==> src/rtl/pim_req_responder.sv <==
// Open-page PIM line responder: one request at a time; latency T_CL (hit), T_RCD+T_CL (closed), T_RP+T_RCD+T_CL (conflict).
// req_ready only in IDLE; RESP holds resp_data and every counter until resp_ready.
module pim_req_responder #(
   parameter int T_RP  = 4,
   parameter int T_RCD = 4,
   parameter int T_CL  = 6
) (
   input  logic         clk,
   input  logic         rst,
   input  logic         req_valid,
   output logic         req_ready,
   input  logic [31:0]  req_addr,
   output logic         resp_valid,
   input  logic         resp_ready,
   output logic [511:0] resp_data,
   output logic [31:0]  act_count,
   output logic [31:0]  rd_count,
   output logic [31:0]  pre_count,
   output logic [31:0]  hit_count
);

   typedef enum logic [2:0] {IDLE, PRE, ACT, RD, RESP} state_t;

   state_t       state_q, state_d;
   logic [7:0]   wait_q;
   logic [2:0]   bank_q;
   logic [12:0]  row_lat_q;
   logic [7:0]   open_q;
   logic [12:0]  open_row_q [8];

   logic [2:0]   req_bank, cur_bank;
   logic [12:0]  req_row, cur_row;
   logic         row_hit, accept;
   logic         enter_pre, enter_act, enter_rd;
   logic [31:0]  line_base;
   logic [511:0] line_d;

   always_comb begin
      req_bank  = req_addr[12:10];
      req_row   = req_addr[25:13];
      // ACT/PRE can be entered straight from IDLE, before the address is latched
      cur_bank  = (state_q == IDLE) ? req_bank : bank_q;
      cur_row   = (state_q == IDLE) ? req_row  : row_lat_q;
      row_hit   = open_q[req_bank] && (open_row_q[req_bank] == req_row);
      req_ready = (state_q == IDLE);
      resp_valid = (state_q == RESP);
      accept    = req_valid && (state_q == IDLE);

      state_d = state_q;
      case (state_q)
         IDLE: if (req_valid) begin
            if (row_hit)                state_d = RD;
            else if (!open_q[req_bank]) state_d = ACT;
            else                        state_d = PRE;
         end
         PRE:  if (wait_q == 8'd0) state_d = ACT;
         ACT:  if (wait_q == 8'd0) state_d = RD;
         RD:   if (wait_q == 8'd0) state_d = RESP;
         RESP: if (resp_ready)     state_d = IDLE;
         default: state_d = IDLE;
      endcase

      enter_pre = (state_d == PRE) && (state_q != PRE);
      enter_act = (state_d == ACT) && (state_q != ACT);
      enter_rd  = (state_d == RD)  && (state_q != RD);

      line_base = req_addr & 32'hFFFF_FFC0;
      line_d    = '0;
      for (int i = 0; i < 16; i++) begin
         line_d[32*i +: 32] = line_base + 32'(4 * i);
      end
   end

   always_ff @(posedge clk) begin
      if (rst) begin
         state_q   <= IDLE;
         wait_q    <= 8'd0;
         bank_q    <= 3'd0;
         row_lat_q <= 13'd0;
         open_q    <= 8'd0;
         for (int b = 0; b < 8; b++) open_row_q[b] <= 13'd0;
         resp_data <= '0;
         act_count <= 32'd0;
         rd_count  <= 32'd0;
         pre_count <= 32'd0;
         hit_count <= 32'd0;
      end else begin
         state_q <= state_d;
         if (accept) begin
            bank_q    <= req_bank;
            row_lat_q <= req_row;
            resp_data <= line_d;
            if (row_hit) hit_count <= hit_count + 32'd1;
         end
         if (enter_pre) begin
            pre_count        <= pre_count + 32'd1;
            open_q[cur_bank] <= 1'b0;
            wait_q           <= 8'(T_RP - 1);
         end else if (enter_act) begin
            act_count            <= act_count + 32'd1;
            open_q[cur_bank]     <= 1'b1;
            open_row_q[cur_bank] <= cur_row;
            wait_q               <= 8'(T_RCD - 1);
         end else if (enter_rd) begin
            rd_count <= rd_count + 32'd1;
            wait_q   <= 8'(T_CL - 1);
         end else if (wait_q != 8'd0) begin
            wait_q <= wait_q - 8'd1;
         end
      end
   end

endmodule

==> config.mk <==
export PLATFORM = sky130hd
export DESIGN_NAME = pim_req_responder
export DESIGN_NICKNAME = d
export VERILOG_FILES = /design/src/rtl/pim_req_responder.sv
export SDC_FILE = /design/constraint.sdc
export NUM_CORES = 1
export LEC_CHECK = 0
export CORE_AREA = 2 2 266 268
export CTS_BUF_LIST = sky130_fd_sc_hd__clkbuf_4 sky130_fd_sc_hd__clkbuf_8
export CTS_CLUSTER_DIAMETER = 30
export CTS_CLUSTER_SIZE = 8
export DETAILED_ROUTE_END_ITERATION = 12
export DIE_AREA = 0 0 268 270
export HOLD_SLACK_MARGIN = 0.1
export PLACE_DENSITY = 0.5
export SKIP_CTS_REPAIR_TIMING = 1
export SLEW_MARGIN = 0
export SYNTH_ARGS = -nofsm -noshare
export SYNTH_HDL_FRONTEND = slang
export SYNTH_SLANG_ARGS = --single-unit
==> constraint.sdc <==
create_clock -name clk -period 8.8 [get_ports clk]
set_input_delay 2.64 -clock clk [delete_from_list [all_inputs] [get_ports clk]]
set_output_delay 2.64 -clock clk [all_outputs]
set_load 0.1 [all_outputs]
Yosys cells after proc, flatten, opt, wreduce, memory -nomap -nowiden

Memories as Yosys holds them, arrays and structs flattened.
Index checks and enable logic that the tools add are counted.

Register bits: 669
Bits in writable memories: 104
Input port bits: 36
Output and inout port bits: 642
Logic and storage cells: 99
Memories: 1

Add/sub/neg operators: 20
Order comparisons: 3
Equal/unequal tests: 11
Mux-type cells: 29
Bitwise logic cells: 5
Reductions and logical operators: 18

Memory list:

| name       | depth | width | read ports | clocked after Yosys merged registers in | write ports | RTL line | text |
|---|---|---|---|---|---|---|---|
| open_row_q | 8     | 13    | 1          | 0                                       | 8           | 29       | `logic [12:0] open_row_q [8];` |

Operator list:

| operator                                               | number |
|---|---|
| adder 32 x 6 -> 32 bit (second input constant)         | 8 |
| adder 32 x 1 -> 32 bit (second input constant)         | 4 |
| adder 32 x 5 -> 32 bit (second input constant)         | 4 |
| adder 32 x 4 -> 32 bit (second input constant)         | 2 |
| adder 32 x 3 -> 32 bit (second input constant)         | 1 |
| 2-to-1 mux 3 bit                                       | 9 |
| 2-to-1 mux 13 bit                                      | 2 |
| 2-to-1 mux 8 bit                                       | 2 |
| case mux 3 bit (5 select lines)                        | 1 |
| equality test 13 bit                                   | 1 |
| OR reduction 13 bit                                    | 1 |
| equality test 3 x 2 -> 1 bit (second input constant)   | 4 |
| 2-to-1 mux 1 bit                                       | 9 |
| AND 8 bit                                              | 1 |
| logical NOT 8 bit                                      | 1 |
| < comparator 3 x 4 -> 1 bit (second input constant)    | 2 |
| 2-to-1 mux 2 bit                                       | 4 |
| inverter 8 bit                                         | 1 |
| OR 8 bit                                               | 1 |
| nonzero test 8 bit                                     | 1 |
| subtractor 8 x 1 -> 8 bit (second input constant)      | 1 |
| equality test 3 x 1 -> 1 bit (second input constant)   | 2 |
| logical AND 1 bit                                      | 6 |
| inequality test 3 x 2 -> 1 bit (second input constant) | 2 |
| 13 further kinds                                       | 16 |

Depth between registers and ports, before layout

Gate-level depths: netlist (run 1).

Depth after elaboration: 14
Depth in mapped cells: 13
Depth with buffers taken out: 10

Worst setup path after synthesis (run 1)

Ideal clock, no wire load.

Kind: input -> register
Start point: in req_addr[11]
End point: mem open_row_q[0][0], enable pin
Library setup time: 0.352 ns
Arrival time: 5.188 ns
Data required time: 8.448 ns
Setup slack: 3.261 ns
Stages: 10
Path buffers: 5
Cell sequence: buf_2 > buf_4 > buf_2 > mux4_2 > mux2_2 > o22ai_1 > and2_1 > clkbuf_1 > clkbuf_1 > a21o_1

RTL lines:

| what        | RTL line | text |
|---|---|---|
| from (decl) | 12       | `input logic [31:0] req_addr,` |
| to (decl)   | 29       |  |

Worst setup path after layout (run 1)

Start point: in req_addr[12]
End point: reg hit_count[27]

Word-level cells in the longest chain between the ends: 4
Elaborated cells on any way between the ends: 6
Those cells by class: 1 x eq/ne; 2 x mux; 2 x reduce/logical; 1 x memory

Ends and longest elaborated chain:

| what                                                                                      | RTL line | text |
|---|---|---|
| memory read (8 x 13 bit) / binary-select mux 1 bit (select 3 bit) (equally long branches) | -        |  |
| equality test 13 bit / 2-to-1 mux 1 bit (equally long branches)                           | 44       | `row_hit = open_q[req_bank] && (open_row_q[req_bank] == req_row);` |
| logical AND 1 bit *                                                                       | 44       |  |
| AND reduction 2 bit (no source line) *                                                    | -        |  |
| to (signal assigned)                                                                      | 93       | `if (row_hit) hit_count <= hit_count + 32'd1;` |
| to (decl)                                                                                 | 19       | `output logic [31:0] hit_count` |

Every way passes the cells marked *; elsewhere a longest branch is shown, timed or not. The select of a mux whose other input is x is not followed.
A chain may end at the register's enable or synchronous reset.

==> Flow_metrics.wiki, run 1 <==
{| class="wikitable"
! Metric !! Value
|-
| Run status || complete, no violations
|-
| Sequential cell area || 0.00661 mm2
|-
| Slack of the worst reg-to-reg path || 4870 ps
|-
| Y dimension of the die || 270 um
|-
| Buf+Inv Stages, Crit Path || 3
|-
| TritonCTS buffer count || 86
|-
| Max-slew violation count || 0
|-
| WP data arrival || 6820 ps
|-
| Clock Skews || 68.5 ps
|-
| Number of nets at the end of the flow || 2,087
|-
| Clock latency of the later-clocked register in the worst-skew pair || 680 ps
|-
| Multi-input logic area || 0.00626 mm2
|-
| Worst slew pin tran || 1250 ps
|-
| Antenna violations before repair || 1
|-
| Relative slew margins || 16.2%
|-
| Overall routing resource usage || 14.0%
|-
| Synth-to-layout area growth || 33.7%
|-
| Post-DR wirelength/cell || 17.4 um
|-
| Worst hold path class || reg -> reg
|-
| # IOs || 678
|-
| Area of the core || 0.0695 mm2
|-
| Number of synthesized flops with an enable pin || 104
|-
| Depth of the worst register-to-register path || 8
|-
| Vias in the first global route || 12,400
|-
| Min Hold Slack || 493 ps
|-
| Synthesized instance count || 1,836
|-
| Count of TritonRoute iterations in the first routing pass || 6
|-
| Unrepaired setup endpoints after global routing || no
|-
| Synth async-reset ratio || 0%
|-
| Antenna Nets Post-Route || 0
|-
| Routed via count || 13,100
|-
| CP Launch Type || input pin
|-
| Leakage power of the design || 8.00 nW
|-
| Number of sinks on the clock net || 278
|-
| Register clock-pin slew on the reported worst setup and hold paths || 50 ps
|-
| Part of the Yosys area used for sequential elements || 39.6%
|-
| Sequence of cells on the critical path || clkdlybuf4s50_1, buf_4, nor2b_1, buf_4, a22o_1, or3_1, nand4_1, nor4b_4, nand4_1, or4b_1, a21oi_1
|-
| Maximum clock insertion buffer count || 3
|-
| Number of rows in the core area || 97
|-
| Initial core utilization || 24.0%
|-
| Final worst path period need || 6230 ps
|-
| TritonCTS clock tree || built
|-
| Power per unit of standard cell area || 315 mW/mm2
|-
| Number of maximum-capacitance constraint violations || 0
|-
| Critical path required time || 9380 ps
|-
| Setup Crit Path Kind || in -> reg
|-
| Number of distinct library cell variants in the gate-level netlist after synthesis || 60
|-
| Count of buffers inserted at the top-level ports || 607
|-
| Largest net degree at the start of global routing || 78
|-
| Estimated wirelength of the detail-placed design || 37,100 um
|-
| VDD IR-drop max || 181 uV
|-
| Endpoint of the worst-slack reg-to-reg timing path || hit_count[27]
|-
| CP max stage delay || 840 ps
|-
| Total Neg Setup Slack || 0 ps
|-
| Detailed Route WL || 53,000 um
|-
| Total congestion overflow || 0
|-
| Crit. End Element || register
|-
| Max Fclk || 160 MHz
|-
| DRC violation total after the first TritonRoute iteration || 710
|-
| Register bit total from synthesis || 278
|-
| Maximum level of the CTS H-tree || 3
|-
| Post-route clock period utilization || 70.9%
|-
| Number of cells on the worst hold path || 2
|-
| DIE AREA || 0.0724 mm2
|-
| Hold_sp || hit_count[1]
|-
| Hold Violations, Final || 0
|-
| Synthesized area per cell || 9.08 um2
|-
| Wire length of the first global-routing pass || 77,800 um
|-
| Residual DRC || 0
|-
| Share of post-route cells with drive strength above 1 || 11.0%
|-
| Via density per instance || 4.28
|-
| Number of warning messages in the yosys log || 0
|-
| Total standard cell area after synthesis || 0.0167 mm2
|-
| Fill cell instance count of the final layout || 7,210
|-
| Hold Path Sink || hit_count[1]
|-
| Clock root cell || sky130_fd_sc_hd__clkbuf_8
|-
| Final RePlAce weighted congestion || 0.769
|-
| Final number of setup-violating endpoints || 0
|-
| Main synth FF type || sky130_fd_sc_hd__dfxtp_1
|-
| Critical Path Slowest Stage Cell || sky130_fd_sc_hd__nand4_1
|-
| Family with the most delay on the worst path || simple AND/OR/NAND/NOR gates
|-
| Largest driver fanout on the critical path || 20
|-
| Die W || 268 um
|-
| Critical R2R Launch || open_row_q[7][8]
|}
==> area by class of cell <==
type                    instances  share of cell area, %
clock inverters                32                   1.67
clock buffers                 125                   7.16
diodes                          1                 0.0112
well taps                     940                   5.28
inverters                      24                  0.404
multi-input cells            1034                   28.1
flip-flops and latches        278                   29.6
repair buffers                622                   27.7
==> synth_stat cells (9+ instances only) <==
master	instances	area (um2)
sky130_fd_sc_hd__a2111oi_0	13	114
sky130_fd_sc_hd__a211oi_1	11	82.6
sky130_fd_sc_hd__a21o_1	9	67.6
sky130_fd_sc_hd__a21oi_1	85	425
sky130_fd_sc_hd__a22oi_1	12	90.1
sky130_fd_sc_hd__and2_1	14	87.6
sky130_fd_sc_hd__and3_1	29	181
sky130_fd_sc_hd__and4_1	12	105
sky130_fd_sc_hd__buf_4	487	3660
sky130_fd_sc_hd__clkbuf_1	63	236
sky130_fd_sc_hd__dfxtp_1	174	3480
sky130_fd_sc_hd__edfxtp_1	104	3120
sky130_fd_sc_hd__inv_1	24	90.1
sky130_fd_sc_hd__mux2_2	33	372
sky130_fd_sc_hd__mux2i_1	50	500
sky130_fd_sc_hd__mux4_2	14	315
sky130_fd_sc_hd__nand2_1	126	473
sky130_fd_sc_hd__nand3_1	50	250
sky130_fd_sc_hd__nand4_1	36	225
sky130_fd_sc_hd__nor2_1	229	860
sky130_fd_sc_hd__nor2b_1	34	213
sky130_fd_sc_hd__nor3_1	26	130
sky130_fd_sc_hd__o21ai_0	15	75.1
sky130_fd_sc_hd__o31ai_1	16	120
sky130_fd_sc_hd__or3_1	13	81.3
sky130_fd_sc_hd__or4_1	17	128
sky130_fd_sc_hd__xnor2_1	31	272
sky130_fd_sc_hd__xor2_1	34	298
==> layer usage <==
metal	vias up	track usage [%]	routed length, um
met3	100	3.32	3240
li1	6204	-	-
met5	-	0	0
met2	466	24.3	26400
met1	6304	16.5	21700
met4	0	5.51	1640
==> worst max path at each step <==
stage / startpoint / endpoint / cells past startpoint
after detailed placement: req_addr[11] / hit_count[27] / 9
final: req_addr[12] / hit_count[27] / 11
after global placement: req_addr[12] / hit_count[27] / 11
after floorplan: req_addr[11] / open_row_q[0][0] / 10
after CTS: req_addr[12] / hit_count[27] / 11
after global routing: req_addr[11] / hit_count[21] / 9
==> metrics by stage <==
stage	cells	area, um2	worst slack (ps)	power (W)	util, %
floorplan	1899	16900	3260	0.00459	-
global placement	2898	20300	1910	0.00494	29.2
detailed placement	2898	20300	1840	0.00495	29.2
CTS	3055	22300	2580	0.00710	32.0
global route	3056	22300	2290	0.00725	32.0
finish	3056	22300	2570	0.00701	32.0
==> cells by family after synthesis <==
group                      after synthesis  synth area share (%)
buffers and inverters                  587                  24.3
muxes                                   98                  7.19
other                                    1                0.0225
AOI/OAI and AO/OA                      185                  7.04
DFF                                    278                  39.6
adders and majority gates                5                 0.375
and+or+nand+nor                        617                  18.0
xor gates and xnor gates                65                  3.42
==> tightest hold or removal path, stage by stage (launching register included) <==
cell                      delay [ps]
sky130_fd_sc_hd__dfxtp_1         330
sky130_fd_sc_hd__nand2_1          60
sky130_fd_sc_hd__a21oi_1          50
==> power by group <==
part	switching (W)	internal, W	total (W)	leakage (nW)
Combinational	0.00273	0.000616	0.00335	4.48
Clock	0.000751	0.00135	0.00210	1.04
Sequential	0.000142	0.00142	0.00157	2.49
Total	0.00362	0.00339	0.00701	8.00
==> cells in the final DEF (no fill, tap or decap), types with 6 or more instances in the layout <==
| cell | count |
|---|---|
| sky130_fd_sc_hd__clkdlybuf4s50_1 | 604 |
| sky130_fd_sc_hd__nor2_1 | 229 |
| sky130_fd_sc_hd__dfxtp_1 | 174 |
| sky130_fd_sc_hd__nand2_1 | 126 |
| sky130_fd_sc_hd__clkbuf_8 | 105 |
| sky130_fd_sc_hd__edfxtp_1 | 104 |
| sky130_fd_sc_hd__a21oi_1 | 84 |
| sky130_fd_sc_hd__conb_1 | 64 |
| sky130_fd_sc_hd__mux2i_1 | 50 |
| sky130_fd_sc_hd__nand3_1 | 50 |
| sky130_fd_sc_hd__nand4_1 | 36 |
| sky130_fd_sc_hd__xor2_1 | 34 |
| sky130_fd_sc_hd__nor2b_1 | 34 |
| sky130_fd_sc_hd__mux2_2 | 33 |
| sky130_fd_sc_hd__xnor2_1 | 31 |
| sky130_fd_sc_hd__and3_1 | 29 |
| sky130_fd_sc_hd__nor3_1 | 25 |
| sky130_fd_sc_hd__inv_1 | 24 |
| sky130_fd_sc_hd__clkbuf_4 | 20 |
| sky130_fd_sc_hd__or4_1 | 17 |
| sky130_fd_sc_hd__o31ai_1 | 16 |
| sky130_fd_sc_hd__o21ai_0 | 15 |
| sky130_fd_sc_hd__buf_4 | 15 |
| sky130_fd_sc_hd__mux4_2 | 14 |
| sky130_fd_sc_hd__and2_1 | 13 |
| sky130_fd_sc_hd__or3_1 | 13 |
| sky130_fd_sc_hd__a2111oi_0 | 13 |
| sky130_fd_sc_hd__a22oi_1 | 12 |
| sky130_fd_sc_hd__and4_1 | 12 |
| sky130_fd_sc_hd__a211oi_1 | 11 |
| sky130_fd_sc_hd__clkinv_2 | 10 |
| sky130_fd_sc_hd__a21o_1 | 9 |
| sky130_fd_sc_hd__a31oi_1 | 6 |
| sky130_fd_sc_hd__nor4_1 | 6 |
| sky130_fd_sc_hd__bufinv_16 | 6 |
| sky130_fd_sc_hd__clkinv_1 | 6 |
==> state kept, by name, summed over array words and instances (netlist names), named ones only <==
name	count
act_count	32
bank_q	2
hit_count	32
open_row_q	104
pre_count	32
rd_count	32
resp_data	13
row_lat_q	12
state_q	3
wait_q	8
No activity file was read; power rests on OpenSTA's default activity.
==> run 2: changes to the inputs <==
- CORE_AREA: 2 2 266 268 -> 2 2 262 264
- DIE_AREA: 0 0 268 270 -> 0 0 264 266
- PLACE_DENSITY: 0.5 -> 0.51
- clock period: 8.8 -> 6.2 ns (I/O delays scaled with it)
==> Flow_metrics.wiki, run 2 (synthesized netlist as in run 1, its figures left out) <==
{| class="wikitable"
! Metric !! Value
|-
| TritonCTS buffer count || 84 (was 86)
|-
| Total Neg Setup Slack || 0 ps (unchanged)
|-
| PnR Total Power || 0.0101 W (was 0.00701 W)
|-
| Power per unit of standard cell area || 451 mW/mm2 (was 315 mW/mm2)
|-
| Number of maximum-capacitance constraint violations || 0 (unchanged)
|-
| Y dimension of the die || 266 um (was 270 um)
|-
| WP data arrival || 5530 ps (was 6820 ps)
|-
| TritonCTS clock tree || built (unchanged)
|-
| Int Pwr || 0.00491 W (was 0.00339 W)
|-
| Depth of the worst register-to-register path || 9 (was 8)
|-
| Residual DRC || 0 (unchanged)
|-
| Hold_sp || wait_q[4] (was hit_count[1])
|-
| Part of the power in combinational logic || 47.4% (was 47.7%)
|-
| Estimated wirelength of the detail-placed design || 37,600 um (was 37,100 um)
|-
| Detailed Route WL || 53,600 um (was 53,000 um)
|-
| Net switching power || 0.00517 W (was 0.00362 W)
|-
| Post-DR wirelength/cell || 17.8 um (was 17.4 um)
|-
| Endpoint of the worst-slack reg-to-reg timing path || open_row_q[3][4] (was hit_count[27])
|-
| Vias in the first global route || 12,400 (about the same)
|-
| Switching share of total power || 51.2% (was 51.7%)
|-
| Worst slew pin tran || 1200 ps (was 1250 ps)
|-
| Antenna violations before repair || 4 (was 1)
|-
| Relative slew margins || 20.1% (was 16.2%)
|-
| Source of the critical timing path || req_addr[10] (was req_addr[12])
|-
| Proportion of power drawn by flip-flops and latches || 22.1% (was 22.3%)
|-
| Run status || complete, no violations (unchanged)
|-
| Flip-flop count of the largest register, all copies and words added || 104 (unchanged)
|-
| Unrepaired setup endpoints after global routing || no (unchanged)
|-
| Clock share of power || 30.5% (was 29.9%)
|-
| Number of sinks on the clock net || 278 (unchanged)
|-
| Area of the core || 0.0677 mm2 (was 0.0695 mm2)
|-
| DRC violation total after the first TritonRoute iteration || 613 (was 710)
|-
| Routed via count || 13,000 (was 13,100)
|-
| Largest driver fanout on the critical path || 22 (was 20)
|-
| Hold Path Sink || wait_q[4] (was hit_count[1])
|-
| Fin worst setup slack || 1210 ps (was 2570 ps)
|-
| Largest register by flop count || open_row_q (unchanged)
|-
| Worst slack after detailed placement || 495 ps (was 1840 ps)
|-
| Fill cell instance count of the final layout || 6,909 (was 7,210)
|-
| Setup Crit Path Kind || in -> reg (unchanged)
|-
| Share of post-route cells with drive strength above 1 || 11.5% (was 11.0%)
|-
| Register clock-pin slew on the reported worst setup and hold paths || 50 ps (about the same)
|-
| Share of the core filled with cells || 33.0% (was 32.0%)
|-
| Clock Skews || 54.5 ps (was 68.5 ps)
|-
| # IOs || 678 (unchanged)
|-
| Number of rows in the core area || 96 (was 97)
|-
| Critical R2R Launch || state_q[2] (was open_row_q[7][8])
|-
| Number of cells on the worst hold path || 2 (unchanged)
|-
| Final RePlAce weighted congestion || 0.783 (was 0.769)
|-
| Count of TritonRoute iterations in the first routing pass || 5 (was 6)
|-
| Most common library cell in the layout ignoring fill and taps || sky130_fd_sc_hd__clkdlybuf4s50_1 (unchanged)
|-
| Largest net degree at the start of global routing || 83 (was 78)
|-
| Hold Violations, Final || 0 (unchanged)
|-
| DIE AREA || 0.0702 mm2 (was 0.0724 mm2)
|-
| Min Hold Slack || 484 ps (was 493 ps)
|-
| Slack of the worst reg-to-reg path || 2470 ps (was 4870 ps)
|-
| Initial core utilization || 24.6% (was 24.0%)
|-
| Max-slew violation count || 0 (unchanged)
|-
| Maximum level of the CTS H-tree || 3 (unchanged)
|-
| VDD IR-drop max || 210 uV (was 181 uV)
|-
| Most frequent cells in the layout || 605 x sky130_fd_sc_hd__clkdlybuf4s50_1, 229 x sky130_fd_sc_hd__nor2_1, 174 x sky130_fd_sc_hd__dfxtp_1 (was 604 x sky130_fd_sc_hd__clkdlybuf4s50_1, 229 x sky130_fd_sc_hd__nor2_1, 174 x sky130_fd_sc_hd__dfxtp_1)
|-
| Final worst path period need || 4990 ps
|-
| Maximum clock insertion buffer count || 3 (unchanged)
|-
| Synth-to-layout area growth || 34.2% (was 33.7%)
|-
| Crit. End Element || register (unchanged)
|-
| Antenna Nets Post-Route || 0 (unchanged)
|-
| Post-route clock period utilization || 80.4%
|-
| Overall routing resource usage || 14.5% (was 14.0%)
|-
| Number of nets at the end of the flow || 2,097 (was 2,087)
|-
| Wire length of the first global-routing pass || 78,200 um (was 77,800 um)
|-
| Leakage power of the design || 8.05 nW (was 8.00 nW)
|-
| Die W || 264 um (was 268 um)
|-
| Critical path required time || 6740 ps (was 9380 ps)
|-
| Clock latency of the later-clocked register in the worst-skew pair || 670 ps (was 680 ps)
|-
| Count of buffers inserted at the top-level ports || 607 (unchanged)
|-
| Final number of setup-violating endpoints || 0 (unchanged)
|-
| Via density per instance || 4.33 (was 4.28)
|-
| Clock root cell || sky130_fd_sc_hd__clkbuf_8 (unchanged)
|-
| Max Fclk || 201 MHz
|-
| CP Launch Type || input pin (unchanged)
|-
| Total congestion overflow || 0 (unchanged)
|-
| Worst hold path class || reg -> reg (unchanged)
|}
## run 2: through the flow
step | cell area [um2] | cells
2_1_floorplan | 16900 | 1899
3_3_place_gp | 20300 | 2852
3_5_place_dp | 20300 | 2852
4_1_cts | 22400 | 3007
5_1_grt | 22400 | 3008
6_report | 22400 | 3008
## run 2: layout make-up
cell class	count	area [um2]	share of cell area (%)
antenna	1	2.50	0.0112
clock buffer	112	1450	6.50
clock inverter	43	557	2.49
inverter	24	90.1	0.403
multi-input combinational	1034	6260	28.0
sequential	278	6610	29.5
tap	882	1100	4.94
timing repair buffer	634	6290	28.1
## run 2: worst max path at each step
stage	endpoint	slack (ps)	depth (start not counted)
2_1_floorplan	open_row_q[0][0]	1440	10
3_3_place_gp	pre_count[12]	540	11
3_5_place_dp	pre_count[12]	500	11
4_1_cts	resp_data[421]	1210	1
5_1_grt	open_row_q[3][4]	1050	10
6_report	pre_count[12]	1210	11
## run 2: power groups by stage
stage          registers [W]  logic, W  clock network, W
6_report             0.00222   0.00478           0.00308
5_1_grt              0.00225   0.00491           0.00327
4_1_cts              0.00223   0.00480           0.00317
3_5_place_dp         0.00226   0.00479                 0
3_3_place_gp         0.00225   0.00479                 0
2_1_floorplan        0.00239   0.00412                 0
## run 2: critical path: stages
cell and delay [ps]:
sky130_fd_sc_hd__clkdlybuf4s50_1 450, sky130_fd_sc_hd__buf_12 200, sky130_fd_sc_hd__nor2b_1 640, sky130_fd_sc_hd__a22oi_1 180, sky130_fd_sc_hd__and3_1 250, sky130_fd_sc_hd__o22a_1 260, sky130_fd_sc_hd__nor4b_4 170, sky130_fd_sc_hd__buf_4 200
sky130_fd_sc_hd__a21oi_2 780, sky130_fd_sc_hd__nand4_1 200, sky130_fd_sc_hd__mux2_2 310
## run 2: layer usage
layer	up-vias	part of all wire, %	global-route usage [%]
li1	6229	-	-
met1	6277	42	17.2
met2	429	50	25.3
met3	84	5.2	3.38
met4	4	2.7	5.50
met5	-	0.049	0
